## config.mk

```make
export PLATFORM = sky130hd
export DESIGN_NAME = dataframe_parser
export DESIGN_NICKNAME = d
export VERILOG_FILES = /design/src/rtl/dataframe_parser.sv
export SDC_FILE = /design/constraint.sdc
export NUM_CORES = 1
export LEC_CHECK = 0
export ABC_AREA = 1
export CORE_AREA = 5 5 197 199
export CTS_CLUSTER_DIAMETER = 30
export DETAILED_ROUTE_END_ITERATION = 8
export DIE_AREA = 0 0 202 204
export DONT_BUFFER_PORTS = 1
export PLACE_DENSITY = 0.7
export SLEW_MARGIN = 20
export SYNTH_ARGS = -nofsm -noshare
export SYNTH_HDL_FRONTEND = slang
export SYNTH_SLANG_ARGS = --single-unit
```

## constraint.sdc

```tcl
create_clock -name ACLK -period 2.7 [get_ports ACLK]
set_input_delay 0.27 -clock ACLK [delete_from_list [all_inputs] [get_ports ACLK]]
set_output_delay 0.27 -clock ACLK [all_outputs]
set_load 0.02 [all_outputs]
```

## src/rtl/dataframe_parser.sv

```systemverilog
// Receive-side dataframe parser: validates header/payload/footer structure,
// forwards payload beats and packs header/footer words for the HF FIFO.
module dataframe_parser #(
  parameter int DATAFRAME_WIDTH    = 64,
  parameter int RFDC_TDATA_WIDTH   = 128,
  parameter int HEADER_LINE        = 2,
  parameter int FOOTER_LINE        = 1,
  parameter int HEADER_ID_WIDTH    = 8,
  parameter int CH_ID_WIDTH        = 8,
  parameter int FRAME_LENGTH_WIDTH = 12
) (
  input  logic                        ACLK,
  input  logic                        ARESETN,
  input  logic                        S_AXIS_TVALID,
  input  logic [RFDC_TDATA_WIDTH-1:0] S_AXIS_TDATA,
  input  logic                        S_AXIS_TLAST,
  output logic                        S_AXIS_TREADY,
  output logic                        M_AXIS_TVALID,
  output logic [RFDC_TDATA_WIDTH-1:0] M_AXIS_TDATA,
  output logic                        M_AXIS_TLAST,
  output logic                        M_AXIS_TUSER,
  input  logic                        M_AXIS_TREADY,
  input  logic                        HF_FIFO_FULL,
  output logic                        HF_FIFO_WR_EN,
  output logic [(HEADER_LINE+FOOTER_LINE)*DATAFRAME_WIDTH-1:0] HF_DATA,
  output logic                        PARSER_ERROR,
  output logic [15:0]                 ERROR_CNT,
  output logic [31:0]                 FRAME_CNT
);

  localparam int DW    = DATAFRAME_WIDTH;
  localparam int FLW   = FRAME_LENGTH_WIDTH;
  localparam int HF_W  = (HEADER_LINE+FOOTER_LINE)*DW;
  localparam int FL_HI = DW-1-HEADER_ID_WIDTH-CH_ID_WIDTH;
  localparam int IDX_W = (HEADER_LINE > 1) ? $clog2(HEADER_LINE) : 1;

  typedef enum logic [1:0] {
    HEADER, PAYLOAD, FOOTER, DROP
  } state_t;

  state_t state, state_nxt;

  logic             rdy_en;
  logic [IDX_W-1:0] hdr_idx;
  logic [FLW-1:0]   frame_len;
  logic [FLW-1:0]   cnt;

  logic [DW-1:0]  word;
  logic [FLW-1:0] len_fld;
  logic [FLW-1:0] len_cur;
  logic           marker_ok;
  logic           acc;
  logic           hdr_last;
  logic           pay_last;

  logic hdr_st, ftr_st, m_load, m_last, m_user;
  logic err_nxt, good_nxt;

  assign word      = S_AXIS_TDATA[DW-1:0];
  assign marker_ok = &S_AXIS_TDATA[RFDC_TDATA_WIDTH-1:DW];
  assign len_fld   = word[FL_HI -: FLW];
  assign len_cur   = (hdr_idx == '0) ? len_fld : frame_len;
  assign hdr_last  = (hdr_idx == IDX_W'(HEADER_LINE-1));
  assign pay_last  = (cnt == frame_len - FLW'(1));

  always_comb begin
    S_AXIS_TREADY = 1'b0;
    unique case (state)
      HEADER:  S_AXIS_TREADY = rdy_en;
      DROP:    S_AXIS_TREADY = rdy_en;
      PAYLOAD: S_AXIS_TREADY = rdy_en & (!M_AXIS_TVALID | M_AXIS_TREADY);
      FOOTER:  S_AXIS_TREADY = rdy_en & !HF_FIFO_FULL;
      default: S_AXIS_TREADY = 1'b0;
    endcase
  end

  assign acc = S_AXIS_TVALID & S_AXIS_TREADY;

  always_comb begin
    state_nxt = state;
    hdr_st    = 1'b0;
    ftr_st    = 1'b0;
    m_load    = 1'b0;
    m_last    = 1'b0;
    m_user    = 1'b0;
    err_nxt   = 1'b0;
    good_nxt  = 1'b0;
    unique case (state)
      HEADER: if (acc) begin
        hdr_st = 1'b1;
        if (!marker_ok) begin
          err_nxt   = 1'b1;
          state_nxt = S_AXIS_TLAST ? HEADER : DROP;
        end else if (S_AXIS_TLAST) begin
          err_nxt   = 1'b1;
          state_nxt = HEADER;
        end else if (hdr_last) begin
          state_nxt = (len_cur != '0) ? PAYLOAD : FOOTER;
        end
      end
      PAYLOAD: if (acc) begin
        m_load = 1'b1;
        if (pay_last) begin
          m_last    = 1'b1;
          state_nxt = FOOTER;
        end else if (S_AXIS_TLAST) begin
          m_last    = 1'b1;
          m_user    = 1'b1;
          err_nxt   = 1'b1;
          state_nxt = HEADER;
        end
      end
      FOOTER: if (acc) begin
        if (marker_ok && S_AXIS_TLAST) begin
          ftr_st    = 1'b1;
          good_nxt  = 1'b1;
          state_nxt = HEADER;
        end else begin
          err_nxt   = 1'b1;
          state_nxt = S_AXIS_TLAST ? HEADER : DROP;
        end
      end
      DROP: if (acc && S_AXIS_TLAST) state_nxt = HEADER;
      default: state_nxt = HEADER;
    endcase
  end

  always_ff @(posedge ACLK or negedge ARESETN) begin
    if (!ARESETN) begin
      state         <= HEADER;
      rdy_en        <= 1'b0;
      hdr_idx       <= '0;
      frame_len     <= '0;
      cnt           <= '0;
      M_AXIS_TVALID <= 1'b0;
      M_AXIS_TDATA  <= '0;
      M_AXIS_TLAST  <= 1'b0;
      M_AXIS_TUSER  <= 1'b0;
      HF_FIFO_WR_EN <= 1'b0;
      HF_DATA       <= '0;
      PARSER_ERROR  <= 1'b0;
      ERROR_CNT     <= '0;
      FRAME_CNT     <= '0;
    end else begin
      state         <= state_nxt;
      rdy_en        <= 1'b1;
      HF_FIFO_WR_EN <= ftr_st;
      PARSER_ERROR  <= err_nxt;
      if (hdr_st) begin
        hdr_idx <= (state_nxt == HEADER && !err_nxt) ? hdr_idx + 1'b1 : '0;
        if (hdr_idx == '0) frame_len <= len_fld;
        for (int i = 0; i < HEADER_LINE; i++)
          if (hdr_idx == IDX_W'(i)) HF_DATA[HF_W-1-i*DW -: DW] <= word;
      end
      if (ftr_st) HF_DATA[DW-1:0] <= word;
      // single output slot: refilled only when empty or draining
      if (m_load) begin
        cnt           <= (state_nxt == PAYLOAD) ? cnt + 1'b1 : '0;
        M_AXIS_TVALID <= 1'b1;
        M_AXIS_TDATA  <= S_AXIS_TDATA;
        M_AXIS_TLAST  <= m_last;
        M_AXIS_TUSER  <= m_user;
      end else if (M_AXIS_TREADY) begin
        M_AXIS_TVALID <= 1'b0;
      end
      if (err_nxt && ERROR_CNT != '1) ERROR_CNT <= ERROR_CNT + 1'b1;
      if (good_nxt) FRAME_CNT <= FRAME_CNT + 1'b1;
    end
  end

endmodule

```

==> results.yml <==
worst_setup_path:
  crit_path_end_kind: "flop"
  critPathArrivalTime_ns: 2.85
  crit_start: "state[0]$_DFF_PN0_"
  reg2reg_depth: 13
  startpoint_type: "flop"
  cp_max_fo: 101
  r2r_start: "state[0]$_DFF_PN0_"
  setup.worst_path.class: "reg -> reg"
  critPathRequiredTime_ns: 3.10
  r2r_slack_ns: 0.25
clocking:
  htreeDepth: 3
  cts.path.max_buffers: 3
  clk_pin_slew_ns: 0.05
  clkLatencyLatePin_ns: 0.57
  cts_buffers: 81
  clock_sinks: 401
  cts_root_buffer: "clkbuf_16"
  cts_tree: "built"
  ctsHoldBuffers: 128
sta:
  slew_viol_final: 0
  whs_ns: -0.591
  fin_skew_ns: 0.0151
  fin_crit_sh_pct: 90.6
  fin_tns_setup_ns: 0
  maxSlewHeadroom_pct: 23.3
  hold_violations: 401
  rsz0062_at_grt: "false"
  setup_viol: 0
  worst_slew_pin_slew_ns: 1.15
  clock.fmax_mhz: 409
  fin_crit_ns: 2.45
detailed_routing:
  vias_per_cell: 5.39
  drt_wl_total_um: 51300
  first_iter_violations: 1163
  drc: 0
  num_vias: 13900
  drt_pre_antenna_iters: 7
  wire_per_inst_um: 19.9
  ant_nets: 0
grt:
  grt_use_total_pct: 24.0
  antenna_found_initial: 0
  grt_pass1_vias: 13900
  grt_overflow_total: 0
  grt_max_degree: 402
  grt_pass1_wl_um: 79500
layout:
  area_delta_synth_final_pct: 27.6
  final_common_cell: "nand2_1"
  final_cell_mix: "nand2_1 (691), dfrtp_1 (401), o21ai_0 (259), inv_1 (130), dlygate4sd3_1 (128)"
  fillers: 3066
  drive_gt1_share_pct: 10.5
  diodes: 0
  fin_nets: 2173
  multiInputGateArea_um2: 5890
  regArea_um2: 10000
run:
  maxCapViolCount: 0
floorplanning:
  die_y_um: 204
  initial_core_util_pct: 45.3
  die_w_um: 202
  core_um2: 37000
  fp.dieArea_um2: 41200
  num_io_pins: 508
  fp-row-count: 71
outcome:
  violations: "hold timing"
  status: "finished, violations left"
synth:
  synthCells: 1877
  yosys.area.top_type: "dfrtp_1"
  ys_types: 40
  synth_area_leaders: "dfrtp_1 (60%), nand2_1 (15%), o21ai_0 (7.7%)"
  synth.ff_latch_count: 401
  synth_area_um2: 16800
  synth_top_area_share_pct: 59.8
  ys_warn_count: 0
  synth-seq-area-share_pct: 59.8
  avgSynthCellArea_um2: 8.94
  syn-num-nets: 2019
placed_design:
  hpwl_um: 33100
  portBuffers: 0
  gp_congestion: 0.911
power_and_ir_drop:
  powerDensity_nw_per_um2: 1210
  leakagePower_nw: 10.5
  peakVddDrop_mv: 0.793
min_path:
  worstHoldPathType: "in -> async"
-- worst paths after layout --
| path | to |
|---|---|
| max in group asynchronous | cnt[2]$_DFFE_PN0P_ |
| worst max register to register | HF_DATA[144]$_DFFE_PN0P_ |
| worst min register to register | cnt[0]$_DFFE_PN0P_ |
| worst max-delay path | HF_DATA[144]$_DFFE_PN0P_ |
| min in group ACLK | HF_DATA[61]$_DFFE_PN0P_ |
| worst min-delay path | ERROR_CNT[14]$_DFFE_PN0P_ |
-- sequential cells by signal, indices dropped and copies added, names as in the netlist --
register and flops:
M_AXIS_TVALID 1, M_AXIS_TDATA 128, M_AXIS_TLAST 1, frame_len 12, M_AXIS_TUSER 1, FRAME_CNT 32
ERROR_CNT 16, state 2, rdy_en 1, cnt 12, PARSER_ERROR 1, HF_DATA 192
HF_FIFO_WR_EN 1, hdr_idx 1
-- layer usage --
layer | wire, um | vias to the layer above | part of all wire (%) | GRT usage [%]
met5 | 0 | - | 0 | 0
met4 | 2250 | 0 | 4.4 | 11.5
met3 | 4590 | 168 | 9.0 | 7.01
met2 | 25600 | 728 | 50 | 40.0
met1 | 18900 | 6652 | 37 | 28.7
li1 | - | 6312 | - | -
-- per-stage QoR --
stage          power [mW]  instance area (um2)  worst slack [ns]  utilization (%)  instances
6_report             25.9                21400             0.254             57.8       2572
5_1_grt              27.1                21400            0.0196             57.8       2572
4_1_cts              25.9                21400             0.147             57.7       2569
3_5_place_dp         15.4                17200             0.180             46.5       2291
3_3_place_gp         15.2                17200             0.233             46.5       2291
2_1_floorplan        14.0                16800             0.442                -       1877
-- final cells by class --
class	count	area share, %
Inverter	139	2.46
Sequential cell	401	46.9
Tap cell	474	2.77
Clock inverter	49	2.65
Timing Repair Buffer	153	7.04
Clock buffer	101	10.7
Multi-Input combinational cell	1255	27.5
-- power by group --
part	switching, mW	total, mW	internal, mW	leakage, nW
clock	3.33	10.2	6.90	1.39
sequential	4.06	12.0	7.95	5.17
combinational	2.22	3.63	1.40	3.91
total	9.62	25.9	16.3	10.5
-- kinds of logic (layout without fill, tap and decap cells) --
logic type / after synthesis / after routing / synth area share, %
AND/OR/NAND/NOR: 890 / 890 / 21.7
XOR/XNOR: 62 / 62 / 3.33
other: 1 / 1 / 0.0224
AO/OA/AOI/OAI: 294 / 294 / 9.23
adder cells (fa/ha/maj): 8 / 8 / 0.597
flip-flops: 401 / 401 / 59.8
buffers and inverters: 221 / 442 / 5.27
-- synthesized netlist by cell type (all sizes together) --
| cell type | number |
|---|---|
| nand4 | 25 |
| ha | 8 |
| a31oi | 1 |
| a21oi | 14 |
| xnor2 | 17 |
| xor2 | 44 |
| nor3b | 2 |
| clkinv | 1 |
| xor3 | 1 |
| a22oi | 1 |
| nor4 | 8 |
| nor3 | 32 |
| and3 | 1 |
| buf | 26 |
| inv | 138 |
| a2bb2oi | 1 |
| nand3 | 48 |
| dfrtp | 401 |
| clkbuf | 56 |
| nand2 | 703 |
| o21ai | 276 |
| conb | 1 |
| o211ai | 1 |
| nor2 | 71 |
-- critical path, stage by stage, from the launching register on --
cell,delay [ns]
dfrtp_1,0.42
inv_1,0.10
ha_1,0.25
inv_2,0.08
o21ai_2,0.06
a31oi_4,0.16
nand2_4,0.10
nor2_1,0.27
inv_2,0.09
nor2_4,0.10
clkinv_2,0.08
buf_12,0.19
nand2_1,0.15
o21ai_0,0.10
-- what timing repair did --
action / in CTS / in global routing
resized for setup: 0 / 2
hold endpoints to repair: 716 / 401
buffers inserted: 0 / 3
setup endpoints to repair: 0 / 61
No activity file was read; power rests on OpenSTA's default activity.
